File: src/rtl/graycounter_8_rdside_if.sv
`default_nettype none
// ============================================================================
//  Module   : graycounter_8_rdside_if
//  Brief    : Read-side gray pointer bundle for the 8-state PCS pointer FIFO.
//  Revision : 1.0  initial release
// ============================================================================
interface graycounter_8_rdside_if;
  logic [4:0] wr_gray;
  logic       rd_en;
  logic [2:0] rd_addr;
  logic [4:0] rd_gray;
  logic [2:0] fill;
  logic       empty;
  logic       almost_empty;
  logic       underflow;
  logic       code_err;

  modport master (
    output wr_gray, rd_en,
    input  rd_addr, rd_gray, fill, empty, almost_empty, underflow, code_err
  );

  modport slave (
    input  wr_gray, rd_en,
    output rd_addr, rd_gray, fill, empty, almost_empty, underflow, code_err
  );
endinterface
`default_nettype wire

File: src/rtl/graycounter_8_rdside.sv
`default_nettype none
// ============================================================================
//  Module   : graycounter_8_rdside
//  Brief    : Read-side pointer logic of the 8-state gray-coded pointer FIFO:
//             writer pointer synchroniser/decoder, read pointer, fill flags.
//             Define GRAYRD_CHECK_EN to build the illegal-code checker.
//  Revision : 1.0  initial release
// ============================================================================
module graycounter_8_rdside #(
  parameter int SYNC_STAGES = 2,
  parameter int AEMPTY_LVL  = 1
) (
  input  wire logic             clk,
  input  wire logic             reset_n,
  graycounter_8_rdside_if.slave bus
);

  localparam logic [2:0] AEMPTY_THR = 3'(AEMPTY_LVL);

  // Returns {legal, index}; illegal codes map to index 7.
  function automatic logic [3:0] gray_decode(input logic [4:0] g);
    case (g)
      5'b00000: return {1'b1, 3'd0};
      5'b00001: return {1'b1, 3'd1};
      5'b00011: return {1'b1, 3'd2};
      5'b00010: return {1'b1, 3'd3};
      5'b00110: return {1'b1, 3'd4};
      5'b00111: return {1'b1, 3'd5};
      5'b00101: return {1'b1, 3'd6};
      5'b00100: return {1'b1, 3'd7};
      default:  return {1'b0, 3'd7};
    endcase
  endfunction

  function automatic logic [4:0] gray_encode(input logic [2:0] i);
    case (i)
      3'd0:    return 5'b00000;
      3'd1:    return 5'b00001;
      3'd2:    return 5'b00011;
      3'd3:    return 5'b00010;
      3'd4:    return 5'b00110;
      3'd5:    return 5'b00111;
      3'd6:    return 5'b00101;
      default: return 5'b00100;
    endcase
  endfunction

  logic [SYNC_STAGES-1:0][4:0] sync_q, sync_d;
  logic [2:0] wr_idx_q, wr_idx_d;
  logic [2:0] rd_idx_q, rd_idx_d;
  logic [4:0] rd_gray_q, rd_gray_d;
  logic       underflow_q, underflow_d;
  logic       code_err_q, code_err_d;

  logic [3:0] dec;
  logic       dec_legal;
  logic [2:0] dec_idx;
  logic [2:0] fill;
  logic       empty;
  logic       accept;

  assign dec       = gray_decode(sync_q[SYNC_STAGES-1]);
  assign dec_legal = dec[3];
  assign dec_idx   = dec[2:0];

  // Flags are derived from registered pointers only, so a same-edge accept and
  // writer update are both reflected in the following cycle.
  assign fill   = wr_idx_q - rd_idx_q;
  assign empty  = (fill == 3'd0);
  assign accept = bus.rd_en & ~empty;

  always_comb begin
    sync_d      = {sync_q[SYNC_STAGES-2:0], bus.wr_gray};
    rd_idx_d    = rd_idx_q;
    rd_gray_d   = rd_gray_q;
    underflow_d = bus.rd_en & empty;
    wr_idx_d    = dec_idx;
    code_err_d  = 1'b0;
`ifdef GRAYRD_CHECK_EN
    if (!dec_legal) begin
      wr_idx_d = wr_idx_q;
    end
    code_err_d = code_err_q | ~dec_legal;
`endif
    if (accept) begin
      rd_idx_d  = rd_idx_q + 3'd1;
      rd_gray_d = gray_encode(rd_idx_q + 3'd1);
    end
  end

  always_ff @(posedge clk or negedge reset_n) begin
    if (!reset_n) begin
      sync_q      <= '0;
      wr_idx_q    <= 3'd0;
      rd_idx_q    <= 3'd0;
      rd_gray_q   <= 5'b00000;
      underflow_q <= 1'b0;
      code_err_q  <= 1'b0;
    end else begin
      sync_q      <= sync_d;
      wr_idx_q    <= wr_idx_d;
      rd_idx_q    <= rd_idx_d;
      rd_gray_q   <= rd_gray_d;
      underflow_q <= underflow_d;
      code_err_q  <= code_err_d;
    end
  end

`ifdef GRAYRD_CHECK_EN
  assign bus.code_err = code_err_q;
`else
  logic unused_code_err;
  logic unused_dec_legal;
  assign unused_code_err  = code_err_q;
  assign unused_dec_legal = dec_legal;
  assign bus.code_err     = 1'b0;
`endif

  assign bus.rd_addr      = rd_idx_q;
  assign bus.rd_gray      = rd_gray_q;
  assign bus.fill         = fill;
  assign bus.empty        = empty;
  assign bus.almost_empty = (fill <= AEMPTY_THR);
  assign bus.underflow    = underflow_q;

endmodule
`default_nettype wire

File: src/flat_wrapper.sv
// flat-port wrapper written by rule: the top's interface ports become plain ports
module graycounter_8_rdside_flat 
#(
  parameter int SYNC_STAGES = 2,
  parameter int AEMPTY_LVL  = 1
)
  (clk, reset_n, bus_wr_gray, bus_rd_en, bus_rd_addr, bus_rd_gray, bus_fill, bus_empty, bus_almost_empty, bus_underflow, bus_code_err);
  graycounter_8_rdside_if bus_i ();
  input  wire logic clk;
  input  wire logic reset_n;
  input wire logic [$bits(bus_i.wr_gray)-1:0] bus_wr_gray;
  input wire logic [$bits(bus_i.rd_en)-1:0] bus_rd_en;
  output wire logic [$bits(bus_i.rd_addr)-1:0] bus_rd_addr;
  output wire logic [$bits(bus_i.rd_gray)-1:0] bus_rd_gray;
  output wire logic [$bits(bus_i.fill)-1:0] bus_fill;
  output wire logic [$bits(bus_i.empty)-1:0] bus_empty;
  output wire logic [$bits(bus_i.almost_empty)-1:0] bus_almost_empty;
  output wire logic [$bits(bus_i.underflow)-1:0] bus_underflow;
  output wire logic [$bits(bus_i.code_err)-1:0] bus_code_err;
  assign bus_i.wr_gray = bus_wr_gray;
  assign bus_i.rd_en = bus_rd_en;
  assign bus_rd_addr = bus_i.rd_addr;
  assign bus_rd_gray = bus_i.rd_gray;
  assign bus_fill = bus_i.fill;
  assign bus_empty = bus_i.empty;
  assign bus_almost_empty = bus_i.almost_empty;
  assign bus_underflow = bus_i.underflow;
  assign bus_code_err = bus_i.code_err;
  graycounter_8_rdside #(.SYNC_STAGES(SYNC_STAGES), .AEMPTY_LVL(AEMPTY_LVL)) u_core (.clk(clk), .reset_n(reset_n), .bus(bus_i));
endmodule
File: config.mk
export PLATFORM = sky130hd
export DESIGN_NAME = graycounter_8_rdside_flat
export DESIGN_NICKNAME = d
export VERILOG_FILES = /design/src/rtl/graycounter_8_rdside_if.sv /design/src/rtl/graycounter_8_rdside.sv /design/src/flat_wrapper.sv
export SDC_FILE = /design/constraint.sdc
export NUM_CORES = 1
export LEC_CHECK = 0
export ABC_AREA = 1
export BUFFER_PORTS_ARGS = -buffer_cell sky130_fd_sc_hd__buf_4
export CAP_MARGIN = 40
export CELL_PAD_IN_SITES_DETAIL_PLACEMENT = 1
export CELL_PAD_IN_SITES_GLOBAL_PLACEMENT = 1
export CORE_MARGIN = 10
export CORE_UTILIZATION = 38
export DETAILED_ROUTE_END_ITERATION = 16
export PLACE_DENSITY_LB_ADDON = 0.1
export SLEW_MARGIN = 25
export SYNTH_ARGS = -nofsm -noshare
export SYNTH_HDL_FRONTEND = slang
export SYNTH_SLANG_ARGS = --single-unit
File: constraint.sdc
create_clock -name clk -period 2.2 [get_ports clk]
set_input_delay 0.44 -clock clk [delete_from_list [all_inputs] [get_ports clk]]
set_output_delay 0.44 -clock clk [all_outputs]
set_load 0.01 [all_outputs]
==> impl_metrics.json <==
{
  "rsz0062_at_grt": "true",
  "yosys-top-cells-area": "dfrtp_1, nand2_1, ha_1",
  "r2r_start": "u_core.bus.rd_addr[0]",
  "root_buffer": "clkbuf_4",
  "antenna_found_initial": 0,
  "clkTransAtPathRegs_ns": 0.11,
  "htree_levels": 1,
  "min_path_type": "primary input to flop",
  "core_area_um2": 2432,
  "whs_endpoint": "u_core.sync_d[8]",
  "vias_per_cell": 4.428,
  "syn_area_per_cell_um2": 9.879,
  "grt_pass1_vias": 742,
  "period_minus_slack_ns": 2.188,
  "finalCritPeriodShare_pct": 99.44,
  "clockBufferDepth": 2,
  "hpwlAfterDp_um": 1523,
  "synth_top_cell_area_share_pct": 52.77,
  "yosysTopAreaCell": "dfrtp_1",
  "fin_setup_tns_ns": 0,
  "grt_max_degree": 21,
  "gr-usage-all-layers_pct": 8.199,
  "min_from": "bus_wr_gray[3]",
  "timing.rr.end": "u_core.bus.rd_addr[1]",
  "cp-startpoint": "u_core.bus.rd_addr[0]",
  "finClkSkew_ns": 0.001167,
  "drc": 0,
  "cp.arrival_ns": 1.75,
  "powerDensity_nw_per_um2": 1323,
  "place.gp.congestion": 0.7273,
  "fin_total_pwr_mw": 1.617,
  "ys_types": 18,
  "hold_viol": 0,
  "vias": 673,
  "fp.dieH_um": 69.96,
  "io_buffers": 19,
  "drtIter0Drc": 21,
  "critPathKind": "flop to primary output",
  "fin_hold_ws_ns": 0.2416,
  "cp_data_required_time_ns": 1.76,
  "synthCells": 96,
  "ys_seq_area_share_pct": 52.77,
  "startpoint_type": "flop",
  "vdd_drop_max_mv": 0.9988,
  "clkLatencyLatePin_ns": 0.29,
  "antenna_left": 0,
  "holdPathStages": 1,
  "tritoncts": "built",
  "rows": 18,
  "finalSetupViolations": 0,
  "yosys_warnings": 0,
  "cap_violations": 0,
  "r2r_slack_ns": 0.35,
  "status": "completed",
  "n_fill_cell": 299,
  "area_delta_synth_final_pct": 28.89,
  "grt_overflow_total": 0,
  "endpoint_kind": "primary output",
  "final_util_pct": 50.26,
  "die-area_um2": 4894,
  "drv_slew": 0,
  "r2r_cells": 10,
  "start_util_pct": 38.99,
  "numCtsBuffers": 3,
  "diodes": 0,
  "fin_ws_ns": 0.01230,
  "grt_pass1_wl_um": 3325,
  "max_clock_freq_mhz": 457.1,
  "routed_wl_um": 1885,
  "synth.cell_area_um2": 948.4,
  "p_leak_nw": 0.6777,
  "cts.sinks": 20,
  "io_pins": 23,
  "crit_path_max_fanout": 2,
  "die_w_um": 69.96,
  "post_route_cells_drive_above_1_share_pct": 35.25,
  "routedWlPerCell_um": 12.40,
  "dp_slack_ns": 0.2295,
  "fin_nets": 139,
  "first_pass_iters": 4,
  "yosys_register_bits": 20
}
[worst max-delay path by stage]
stage | endpoint
final | bus_empty
after global routing | bus_empty
after CTS | bus_empty
after detailed placement | bus_almost_empty
after global placement | bus_empty
after floorplan | bus_empty
[stage by stage]
step | instances | instance area [um2]
detailed placement | 146 | 1129
global placement | 146 | 1129
global route | 152 | 1222
finish | 152 | 1222
floorplan | 98 | 955.9
CTS | 152 | 1220
[where the power goes]
group | total (mW) | internal (mW) | switching (mW)
clock network | 0.293 | 0.184 | 0.109
logic | 0.841 | 0.379 | 0.462
registers | 0.484 | 0.438 | 0.0460
[per-layer routing]
metal	wire length [um]	GRT usage, %
met1	794	8.792
met2	934	13.19
met3	142	3.955
met4	14	3.947
met5	0	0
[cells in the final DEF, fill, tap and decap left out]
master,instances
nand2_1,23
buf_4,22
dfrtp_1,20
inv_1,11
nand3_1,8
ha_1,6
inv_2,4
nand2_4,3
nand2_2,3
nor2_1,3
conb_1,3
clkbuf_4,3
nand3_4,2
xnor2_1,2
nor2_2,1
or2_2,1
o21ai_0,1
nor3_1,1
fa_2,1
ha_2,1
bufinv_16,1
dlygate4sd3_1,1
buf_6,1
[kinds of logic (layout without fill, tap and decap cells)]
family                   Yosys count  in the layout  synth area share, %
other                              1              3               0.3954
adder cells (fa/ha/maj)            8              8                11.35
AND/OR/NAND/NOR                   45             45                24.01
XOR/XNOR                           2              2                1.847
buffers and inverters             19             43                9.103
AO/OA/AOI/OAI                      1              1               0.5272
flip-flops                        20             20                52.77
[layout make-up]
type                       instances  area, um2  share of cell area [%]
clock buffer                       3      22.52                   1.842
timing repair buffer              24      186.4                   15.25
multi-input combinational         59      389.1                   31.83
tap                               30      37.54                   3.071
sequential                        20      500.5                   40.94
clock inverter                     1      30.03                   2.457
inverter                          15      56.30                   4.606
[registers in the layout, summed over array words and instances (netlist names)]
name                  flops
u_core.bus.rd_addr        3
u_core.bus.rd_gray        3
u_core.bus.underflow      1
u_core.sync_q             5
u_core.sync_d             5
u_core.wr_idx_q           3
[synth_stat cells]
library cell	count
buf_4	4
conb_1	1
dfrtp_1	20
fa_1	1
ha_1	7
inv_1	14
inv_2	1
nand2_1	25
nand2_2	1
nand2_4	3
nand3_1	8
nand3_2	1
nand3_4	1
nor2_1	4
nor3_1	1
o21ai_0	1
or2_2	1
xnor2_1	2
[what timing repair did]
action / CTS / global route
endpoints found under the hold margin: 20 / 0
pin swaps: 4 / 1
gates resized for setup: 9 / 1
buffers inserted: 1 / 0
endpoints found under the setup margin: 3 / 2
hold buffers: 1 / 0
[worst max-delay path, stage by stage (launching register included)]
cell and delay (ns):
dfrtp_1 0.40, ha_2 0.18, fa_2 0.53, nand2_2 0.05
inv_2 0.06, nand3_4 0.07, inv_2 0.06, buf_6 0.09
Note: power is estimated with default switching activity, not from simulation.
